==> src/rtl/pipe_ctrl_gen_if.sv <==
// Decoder-to-control-pipeline instruction handshake bundle.
// No storage; carries one decoded instruction per cycle.
// Backpressure via id_ready driven by the pipeline (slave) side.
interface pipe_ctrl_gen_if #(
    parameter int CWW = 18,
    parameter int RW  = 3
);
    logic           id_valid;
    logic           id_ready;
    logic [CWW-1:0] id_cw;
    logic           id_cond;
    logic           id_fl;
    logic           id_br;
    logic           id_load;
    logic [RW-1:0]  id_dst;
    logic [RW-1:0]  id_src;
    logic           id_uses_src;

    modport master (
        output id_valid, id_cw, id_cond, id_fl, id_br, id_load,
               id_dst, id_src, id_uses_src,
        input  id_ready
    );

    modport slave (
        input  id_valid, id_cw, id_cond, id_fl, id_br, id_load,
               id_dst, id_src, id_uses_src,
        output id_ready
    );
endinterface

==> src/rtl/pipe_ctrl_gen.sv <==
// Control-word pipeline: issue/flag stage, conditional annul, load-use stall, branch-shadow squash.
// Latency DEPTH cycles from accept to cw_out; flush_out and id_ready are combinational.
// Backpressure: id_ready drops on hold or on a load-use hazard; squashed words are consumed, never stalled.
module pipe_ctrl_gen #(
    parameter int CWW    = 18,
    parameter int DEPTH  = 3,
    parameter int RW     = 3,
    parameter int SHADOW = 1,
    parameter int CNTW   = 16
) (
    input  logic              clk,
    input  logic              rst_n,
    pipe_ctrl_gen_if.slave    dec,
    input  logic              hold,
    output logic [CWW-1:0]    cw_out,
    output logic              valid_out,
    output logic              flush_out,
    output logic [CNTW-1:0]   bubble_cnt
);
    localparam logic [2:0]      SQ_LOAD = 3'(SHADOW - 1);
    localparam logic [CNTW-1:0] CNT_MAX = {CNTW{1'b1}};
    localparam logic [CNTW-1:0] CNT_ONE = {{(CNTW-1){1'b0}}, 1'b1};

    // Stage 1 (issue/flag stage) fields
    logic           v1;
    logic [CWW-1:0] cw1;
    logic           cond1;
    logic           fl1;
    logic           br1;
    logic           load1;
    logic [RW-1:0]  dst1;

    // Stages 2..DEPTH carry only the resolved control word
    logic [DEPTH:2] v_q;
    logic [CWW-1:0] cw_q [2:DEPTH];

    logic [2:0] sq_cnt;

    logic exec1;
    logic taken1;
    logic squash;
    logic hazard;
    logic accept;
    logic bubble_inc;

    // Condition resolution, squash window, load-use hazard and handshake
    always_comb begin
        exec1      = v1 & (~cond1 | fl1);
        taken1     = exec1 & br1;
        squash     = taken1 | (sq_cnt != 3'd0);
        hazard     = exec1 & load1 & dec.id_valid & dec.id_uses_src & (dec.id_src == dst1);
        // squash dominates hazard: a word in the branch shadow is dropped, not stalled
        dec.id_ready = ~hold & (squash | ~hazard);
        accept     = dec.id_valid & dec.id_ready & ~squash;
        bubble_inc = ~hold & (hazard | (squash & dec.id_valid));
        flush_out  = taken1 & ~hold;
    end

    // Stage 1 capture: accepted instruction or an all-zero bubble
    always_ff @(posedge clk or negedge rst_n) begin
        if (!rst_n) begin
            v1    <= 1'b0;
            cw1   <= '0;
            cond1 <= 1'b0;
            fl1   <= 1'b0;
            br1   <= 1'b0;
            load1 <= 1'b0;
            dst1  <= '0;
        end else if (!hold) begin
            if (accept) begin
                v1    <= 1'b1;
                cw1   <= dec.id_cw;
                cond1 <= dec.id_cond;
                fl1   <= dec.id_fl;
                br1   <= dec.id_br;
                load1 <= dec.id_load;
                dst1  <= dec.id_dst;
            end else begin
                v1    <= 1'b0;
                cw1   <= '0;
                cond1 <= 1'b0;
                fl1   <= 1'b0;
                br1   <= 1'b0;
                load1 <= 1'b0;
                dst1  <= '0;
            end
        end
    end

    // Stages 2..DEPTH: annulled conditionals leave stage 1 as a zero word
    always_ff @(posedge clk or negedge rst_n) begin
        if (!rst_n) begin
            v_q <= '0;
            for (int k = 2; k <= DEPTH; k++) cw_q[k] <= '0;
        end else if (!hold) begin
            v_q[2]  <= exec1;
            cw_q[2] <= exec1 ? cw1 : '0;
            for (int k = 3; k <= DEPTH; k++) begin
                v_q[k]  <= v_q[k-1];
                cw_q[k] <= cw_q[k-1];
            end
        end
    end

    // Branch-shadow counter: reloads on a taken branch, drains otherwise
    always_ff @(posedge clk or negedge rst_n) begin
        if (!rst_n) begin
            sq_cnt <= 3'd0;
        end else if (!hold) begin
            if (taken1)
                sq_cnt <= SQ_LOAD;
            else if (sq_cnt != 3'd0)
                sq_cnt <= sq_cnt - 3'd1;
        end
    end

    // Saturating count of bubbles forced by hazard or squash
    always_ff @(posedge clk or negedge rst_n) begin
        if (!rst_n)
            bubble_cnt <= '0;
        else if (bubble_inc && bubble_cnt != CNT_MAX)
            bubble_cnt <= bubble_cnt + CNT_ONE;
    end

    assign cw_out    = cw_q[DEPTH];
    assign valid_out = v_q[DEPTH];
endmodule

==> src/flat_wrapper.sv <==
// flat-port wrapper written by rule: the top's interface ports become plain ports
module pipe_ctrl_gen_flat 
#(
    parameter int CWW    = 18,
    parameter int DEPTH  = 3,
    parameter int RW     = 3,
    parameter int SHADOW = 1,
    parameter int CNTW   = 16
)
  (clk, rst_n, hold, cw_out, valid_out, flush_out, bubble_cnt, dec_id_valid, dec_id_cw, dec_id_cond, dec_id_fl, dec_id_br, dec_id_load, dec_id_dst, dec_id_src, dec_id_uses_src, dec_id_ready);
  pipe_ctrl_gen_if #(.CWW(CWW), .RW(RW)) dec_i ();
  input  logic clk;
  input  logic rst_n;
  input  logic hold;
  output logic [CWW-1:0] cw_out;
  output logic valid_out;
  output logic flush_out;
  output logic [CNTW-1:0] bubble_cnt;
  input wire logic [$bits(dec_i.id_valid)-1:0] dec_id_valid;
  input wire logic [$bits(dec_i.id_cw)-1:0] dec_id_cw;
  input wire logic [$bits(dec_i.id_cond)-1:0] dec_id_cond;
  input wire logic [$bits(dec_i.id_fl)-1:0] dec_id_fl;
  input wire logic [$bits(dec_i.id_br)-1:0] dec_id_br;
  input wire logic [$bits(dec_i.id_load)-1:0] dec_id_load;
  input wire logic [$bits(dec_i.id_dst)-1:0] dec_id_dst;
  input wire logic [$bits(dec_i.id_src)-1:0] dec_id_src;
  input wire logic [$bits(dec_i.id_uses_src)-1:0] dec_id_uses_src;
  output wire logic [$bits(dec_i.id_ready)-1:0] dec_id_ready;
  assign dec_i.id_valid = dec_id_valid;
  assign dec_i.id_cw = dec_id_cw;
  assign dec_i.id_cond = dec_id_cond;
  assign dec_i.id_fl = dec_id_fl;
  assign dec_i.id_br = dec_id_br;
  assign dec_i.id_load = dec_id_load;
  assign dec_i.id_dst = dec_id_dst;
  assign dec_i.id_src = dec_id_src;
  assign dec_i.id_uses_src = dec_id_uses_src;
  assign dec_id_ready = dec_i.id_ready;
  pipe_ctrl_gen #(.CWW(CWW), .DEPTH(DEPTH), .RW(RW), .SHADOW(SHADOW), .CNTW(CNTW)) u_core (.clk(clk), .rst_n(rst_n), .dec(dec_i), .hold(hold), .cw_out(cw_out), .valid_out(valid_out), .flush_out(flush_out), .bubble_cnt(bubble_cnt));
endmodule
==> config.mk <==
export PLATFORM = sky130hd
export DESIGN_NAME = pipe_ctrl_gen_flat
export DESIGN_NICKNAME = d
export VERILOG_FILES = /design/src/rtl/pipe_ctrl_gen_if.sv /design/src/rtl/pipe_ctrl_gen.sv /design/src/flat_wrapper.sv
export SDC_FILE = /design/constraint.sdc
export NUM_CORES = 1
export LEC_CHECK = 0
export ABC_CLOCK_PERIOD_IN_PS = 3950
export CAP_MARGIN = 10
export CORE_ASPECT_RATIO = 0.6
export CORE_MARGIN = 2
export CORE_UTILIZATION = 57
export CTS_BUF_LIST = sky130_fd_sc_hd__clkbuf_2 sky130_fd_sc_hd__clkbuf_4 sky130_fd_sc_hd__clkbuf_8
export CTS_CLUSTER_DIAMETER = 50
export DETAILED_ROUTE_END_ITERATION = 6
export PLACE_DENSITY_LB_ADDON = 0.15
export REMOVE_ABC_BUFFERS = 1
export SLEW_MARGIN = 40
export SYNTH_ARGS = -nofsm -noshare
export SYNTH_HDL_FRONTEND = slang
export SYNTH_SLANG_ARGS = --single-unit
==> constraint.sdc <==
create_clock -name clk -period 3.95 [get_ports clk]
set_clock_uncertainty 0.15 [all_clocks]
set_input_delay 0.5925 -clock clk [delete_from_list [all_inputs] [get_ports clk]]
set_output_delay 0.5925 -clock clk [all_outputs]
set_load 0.01 [all_outputs]
==> results of run 1 <==
-- cell families (layout without fill, tap and decap cells) --
logic type,Yosys count,in the layout,share of synthesized area (%)
compound gates,52,52,10.8
buf+inv,40,92,6.53
mux,22,22,6.99
simple gates,91,91,12.1
flops,83,83,58.6
xor+xnor,16,16,3.95
fa+ha+maj,3,3,1.06
-- sequential cells by signal (all words and copies together), names as in the netlist --
| name | count |
|---|---|
| u_core.br1 | 1 |
| u_core.bubble_cnt | 16 |
| u_core.cond1 | 1 |
| u_core.cw1 | 18 |
| u_core.cw_out | 18 |
| u_core.cw_q | 18 |
| u_core.dst1 | 3 |
| u_core.fl1 | 1 |
| u_core.load1 | 1 |
| u_core.sq_cnt | 3 |
| u_core.v1 | 1 |
| u_core.v_q | 2 |
-- area by class of cell --
class / instances / area (um2)
Clock buffer: 11 / 145
Clock inverter: 4 / 51.3
Fill cell: 450 / 1710
Inverter: 6 / 22.5
Multi-Input combinational cell: 184 / 1240
Sequential cell: 83 / 2080
Tap cell: 84 / 105
Timing Repair Buffer: 71 / 702
-- metal layers --
metal  vias up  wire length, um  GRT usage, %
li1       1124                -             -
met1      1131             3250          32.3
met2        58             2700          28.4
met3         6              427          7.64
met4         0               58          6.91
met5         -                0             0
-- power by group through the flow --
| stage | clock network (mW) | logic [mW] | registers (mW) |
|---|---|---|---|
| floorplan | 0 | 0.0763 | 0.966 |
| global placement | 0 | 0.213 | 0.960 |
| detailed placement | 0 | 0.219 | 0.963 |
| CTS | 0.616 | 0.219 | 0.946 |
| global route | 0.662 | 0.240 | 0.954 |
| finish | 0.605 | 0.215 | 0.947 |
-- stage by stage --
| stage | worst slack, ps | cells | utilization [%] |
|---|---|---|---|
| after global routing | 566 | 443 | 71.8 |
| after CTS | 663 | 443 | 71.8 |
| after floorplan | 1520 | 273 | - |
| after global placement | 693 | 428 | 68.5 |
| final | 667 | 443 | 71.8 |
| after detailed placement | 673 | 428 | 68.5 |
-- worst max path at each step --
stage | end | start | depth (start not counted) | slack [ps]
after floorplan | u_core.bubble_cnt[1] | dec_id_src[1] | 5 | 1520
after global placement | dec_id_ready | dec_id_src[1] | 6 | 690
after detailed placement | dec_id_ready | dec_id_src[1] | 6 | 670
after CTS | dec_id_ready | dec_id_src[1] | 6 | 660
after global routing | dec_id_ready | dec_id_src[1] | 6 | 570
final | dec_id_ready | dec_id_src[1] | 6 | 670
-- cell usage in the layout (no fill, tap or decap), types with 2 or more instances in the layout --
cell type        netlist  layout
dfrtp_1               83      83
clkdlybuf4s50_1        0      67
nand2_1               51      51
a22o_1                24      24
o21ai_0               22      22
mux2_2                20      20
xnor2_1               13      13
nand3_1               12      12
clkbuf_8               0      10
inv_1                  6       6
nor2_1                 5       5
nand4_1                5       5
and2_1                 4       4
nand2b_1               3       3
xor2_1                 3       3
ha_1                   3       3
a21oi_1                2       2
mux2_1                 2       2
and3_1                 2       2
nor3_1                 2       2
buf_4                 19       2
==> impl_metrics.ini, run 1 <==
[timing]
period_minus_slack_ps = 3280
setup_viol = 0
hold_viol = 0
fin_crit_sh_pct = 83.1
drv_slew = 0
max_freq_mhz = 305
rsz0062_at_grt = false
final.setup.tns_ps = 0
maxSlewHeadroom_pct = 50.5
worst_pin_slew_ps = 743
whs_ps = 108

[setup_path]
worstPathMaxFanout = 2
cp_top_family = buffers and inverters
rr_endpoint = u_core.bubble_cnt[1]
cp_data_arrival_time_ps = 2540
critical_path.endpoint_type = primary output
cpMaxStageDelayCell = or4_4
worstPathRequired_ps = 3210
cpPeakStageDelay_ps = 560
r2r_start = u_core.dst1[1]
crit_top_cell = clkdlybuf4s50_1
ff2ff_setup_slack_ps = 1440
cp.buffers_inverters = 2
worst_setup_path_start_kind = primary input
reg2regPathDepth = 5
path_cells = clkdlybuf4s50_1 -> xor2_1 -> or4_4 -> nor2_1 -> a21oi_1 -> clkdlybuf4s50_1
worst-setup-path-type = primary input to primary output

[power]
finalPower_mw = 1.77
p_per_area_nw_per_um2 = 406
switching_power_mw = 0.426
max-vdd-ir-drop_mv = 0.198
switching_share_pct = 24.1
p_comb_share_pct = 12.2
leakage_nw = 1.93
seqPwrFrac_pct = 53.6
pwr-share-clk_pct = 34.2
p_int_mw = 1.34

[logic_synthesis]
synth_most_common_cell = dfrtp_1
synthTopCellsByCount = dfrtp_1, nand2_1, a22o_1
synthFlopType = dfrtp_1
postSynthAreaPerCell_um2 = 11.6
netlist_top_cells_area = dfrtp_1, mux2_2, a22o_1
synth-edff-count = 0
synth.distinct_cells = 33
synth_cells = 307
synth_seq_cells = 83
yosysWarnings = 0
synth.yosys.seq_area_share_pct = 58.6
synth_area_leader_cell = dfrtp_1
synth.top_cell.area_share_pct = 58.6
synth_area_um2 = 3550
async_flop_share_pct = 100

[placed_design]
post-dp-hpwl_mm = 4.37
portBuffers = 69
place.gp.congestion = 0.816
placed_area_um2 = 4150

[global_routing]
overflow = 0
grt_max_degree = 84
grt_use_total_pct = 21.3
antenna_found_initial = 0
grt_pass1_vias = 2206
grt_pass1_wl_mm = 11.2

[clock_tree]
ctsResizeCount = 0
h-tree-depth = 3
clkLatencyLatePin_ps = 350
postCtsSetupBuffers = 0
postCtsHoldBufs = 0
cts_root_buf = clkbuf_8
cts.sinks = 83
path_clk_slew_ps = 90
cts_buffer_depth = 2
cts_tree = yes
cts_buffers = 9

[detailed_routing]
route.antenna.remaining_nets = 0
num_vias = 2319
wl_per_cell_um = 14.5
first_pass_iters = 4
via_per_inst = 5.23
routed_wl_mm = 6.44
drt_iter0_drc = 165
drc_errors = 0

[die]
ios = 70
die_h_um = 65.1
design.core.area_um2 = 6060
die_w_um = 106
initial_utilization_pct = 58.6
dieArea_um2 = 6890
rows = 22

[hold_path]
hold_class = primary input to async pin

[layout]
num_antenna_cells = 0
area_growth_syn_to_layout_pct = 22.6
drive_above_1_share_pct = 12.5
finish.net_count = 391
fin_area_um2 = 4350

[run]
maxCapViolations = 0

[status]
status = complete, no violations
(Power assumes the default switching activity.)
==> inputs of run 2 (changes only) <==
--- a/config.mk
+++ b/config.mk
@@ -5,11 +5,11 @@
 export SDC_FILE = /design/constraint.sdc
 export NUM_CORES = 1
 export LEC_CHECK = 0
-export ABC_CLOCK_PERIOD_IN_PS = 3950
+export ABC_CLOCK_PERIOD_IN_PS = 3320
 export CAP_MARGIN = 10
 export CORE_ASPECT_RATIO = 0.6
 export CORE_MARGIN = 2
-export CORE_UTILIZATION = 57
+export CORE_UTILIZATION = 53
 export CTS_BUF_LIST = sky130_fd_sc_hd__clkbuf_2 sky130_fd_sc_hd__clkbuf_4 sky130_fd_sc_hd__clkbuf_8
 export CTS_CLUSTER_DIAMETER = 50
 export DETAILED_ROUTE_END_ITERATION = 6
==> constraint.sdc (replaced) <==
create_clock -name clk -period 3.32 [get_ports clk]
set_clock_uncertainty 0.15 [all_clocks]
set_input_delay 0.498 -clock clk [delete_from_list [all_inputs] [get_ports clk]]
set_output_delay 0.498 -clock clk [all_outputs]
set_load 0.01 [all_outputs]
==> run 2 against run 1 <==
Compared with the run above: first-iteration DRC count fell by 41%; count of clock-buffer cells in the layout fell by 2; utilization fell by 4.9 points; cell count rose by 1.6%; power rose by 17%; critical endpoint unchanged; largest power group unchanged; highest routed layer unchanged.
==> impl_metrics.ini, run 2 (synthesis results as in run 1) <==
[status]
status = complete, no violations

[hold_path]
hold_class = register to register
min_to = u_core.sq_cnt[2]
hold_depth = 2
hp-start = u_core.sq_cnt[2]

[setup_path]
reg2regPathDepth = 5
path_cells = clkdlybuf4s50_1 -> xor2_1 -> or4_4 -> nor2_1 -> a21oi_1 -> clkdlybuf4s50_1
critical_path.endpoint_type = primary output
cpMaxStageDelayCell = or4_4
worstPathRequired_ps = 2670
cp_top_family = buffers and inverters
cp.buffers_inverters = 2
ff2ff_setup_slack_ps = 890
worstPathMaxFanout = 2
rr_endpoint = u_core.bubble_cnt[14]
crit_top_cell = clkdlybuf4s50_1
worst-setup-path-type = primary input to primary output
r2r_start = u_core.dst1[1]
cpPeakStageDelay_ps = 560
cp_data_arrival_time_ps = 2450
worst_setup_path_start_kind = primary input

[power]
p_per_area_nw_per_um2 = 473
max-vdd-ir-drop_mv = 0.281
leakage_nw = 1.96

[clock_tree]
path_clk_slew_ps = 80
postCtsSetupBuffers = 0
cts.sinks = 83
clkLatencyLatePin_ps = 350
cts_root_buf = clkbuf_8
h-tree-depth = 3
cts_tree = yes
cts_buffer_depth = 2
cts_buffers = 9

[placed_design]
dp_cells = 433
placed_area_um2 = 4170
portBuffers = 69
place.gp.congestion = 0.826
post-dp-hpwl_mm = 4.48

[timing]
drv_slew = 0
final.setup.tns_ps = 0
setup_viol = 0
period_minus_slack_ps = 3100
hold_viol = 0
maxSlewHeadroom_pct = 52.2
worst_pin_slew_ps = 717
rsz0062_at_grt = false
fin_crit_sh_pct = 93.4
max_freq_mhz = 322
whs_ps = 336

[global_routing]
antenna_found_initial = 0
grt_pass1_wl_mm = 10.9
overflow = 0
grt_use_total_pct = 20.1
grt_max_degree = 84
grt_pass1_vias = 2221

[layout]
final_cell_mix = dfrtp_1, clkdlybuf4s50_1, nand2_1
ff_latch_area_um2 = 2080
fillers = 531
final_common_cell = dfrtp_1
drive_above_1_share_pct = 13.2
fin_area_um2 = 4390
area_growth_syn_to_layout_pct = 23.7
num_antenna_cells = 0
fin_cells = 450
multiInputGateArea_um2 = 1240
finish.net_count = 395

[detailed_routing]
route.antenna.remaining_nets = 0
first_pass_iters = 4
drt_iter0_drc = 97
via_per_inst = 5.19
routed_wl_mm = 6.71
wl_per_cell_um = 14.9
num_vias = 2334
drc_errors = 0

[die]
initial_utilization_pct = 54.0
ios = 70
design.core.area_um2 = 6560
die_w_um = 110
dieArea_um2 = 7380
die_h_um = 67.4
rows = 23

[run]
maxCapViolations = 0
[run 2: timing repair]
action                     in CTS  in global routing
setup endpoints to repair       0                  0
hold endpoints to repair        0                 22
gates resized for setup         0                  0
hold buffers                    0                  1
[run 2: worst max path at each step]
stage                                start              to  slack [ps]  cells after the start
after CTS                    dec_id_src[1]    dec_id_ready         200                      6
after detailed placement     dec_id_src[1]    dec_id_ready         200                      6
after floorplan           u_core.sq_cnt[0]  u_core.dst1[1]         950                      6
after global placement       dec_id_src[1]    dec_id_ready         220                      6
final                        dec_id_src[1]    dec_id_ready         220                      6
after global routing         dec_id_src[1]    dec_id_ready         130                      6
[run 2: area by class of cell]
class / count / area share [%]
inverter: 6 / 0.513
clock buffer: 9 / 2.82
timing repair buffer: 75 / 17.2
sequential: 83 / 47.3
tap: 87 / 2.48
clock inverter: 6 / 1.31
multi-input combinational: 184 / 28.3
[run 2: power breakdown]
| part | switching, mW | internal [mW] | leakage (nW) |
|---|---|---|---|
| combinational | 0.115 | 0.147 | 0.746 |
| clock | 0.348 | 0.338 | 0.0946 |
| sequential | 0.0459 | 1.08 | 1.12 |
| total | 0.510 | 1.56 | 1.96 |
[run 2: metrics by stage]
step / setup WS, ps / power, mW / util (%)
after global placement: 225 / 1.40 / 63.5
after floorplan: 954 / 1.24 / -
after global routing: 125 / 2.17 / 66.9
final: 218 / 2.07 / 66.9
after detailed placement: 202 / 1.40 / 63.5
after CTS: 203 / 2.09 / 66.3
[run 2: worst reg2reg max path, stage by stage, from the launching register on]
cell and delay, ps:
dfrtp_1 410, xor2_1 160, or4_4 560, o32ai_4 490, nand4_1 200, mux2_1 350
[run 2: routing by layer]
metal | wire (um) | share of wire (%) | global-route usage (%) | up-vias
li1 | - | - | - | 1135
met1 | 3320 | 49 | 28.7 | 1123
met2 | 2970 | 44 | 28.6 | 67
met3 | 335 | 5.0 | 7.43 | 9
met4 | 87 | 1.3 | 6.65 | 0
met5 | 0 | 0 | 0 | -
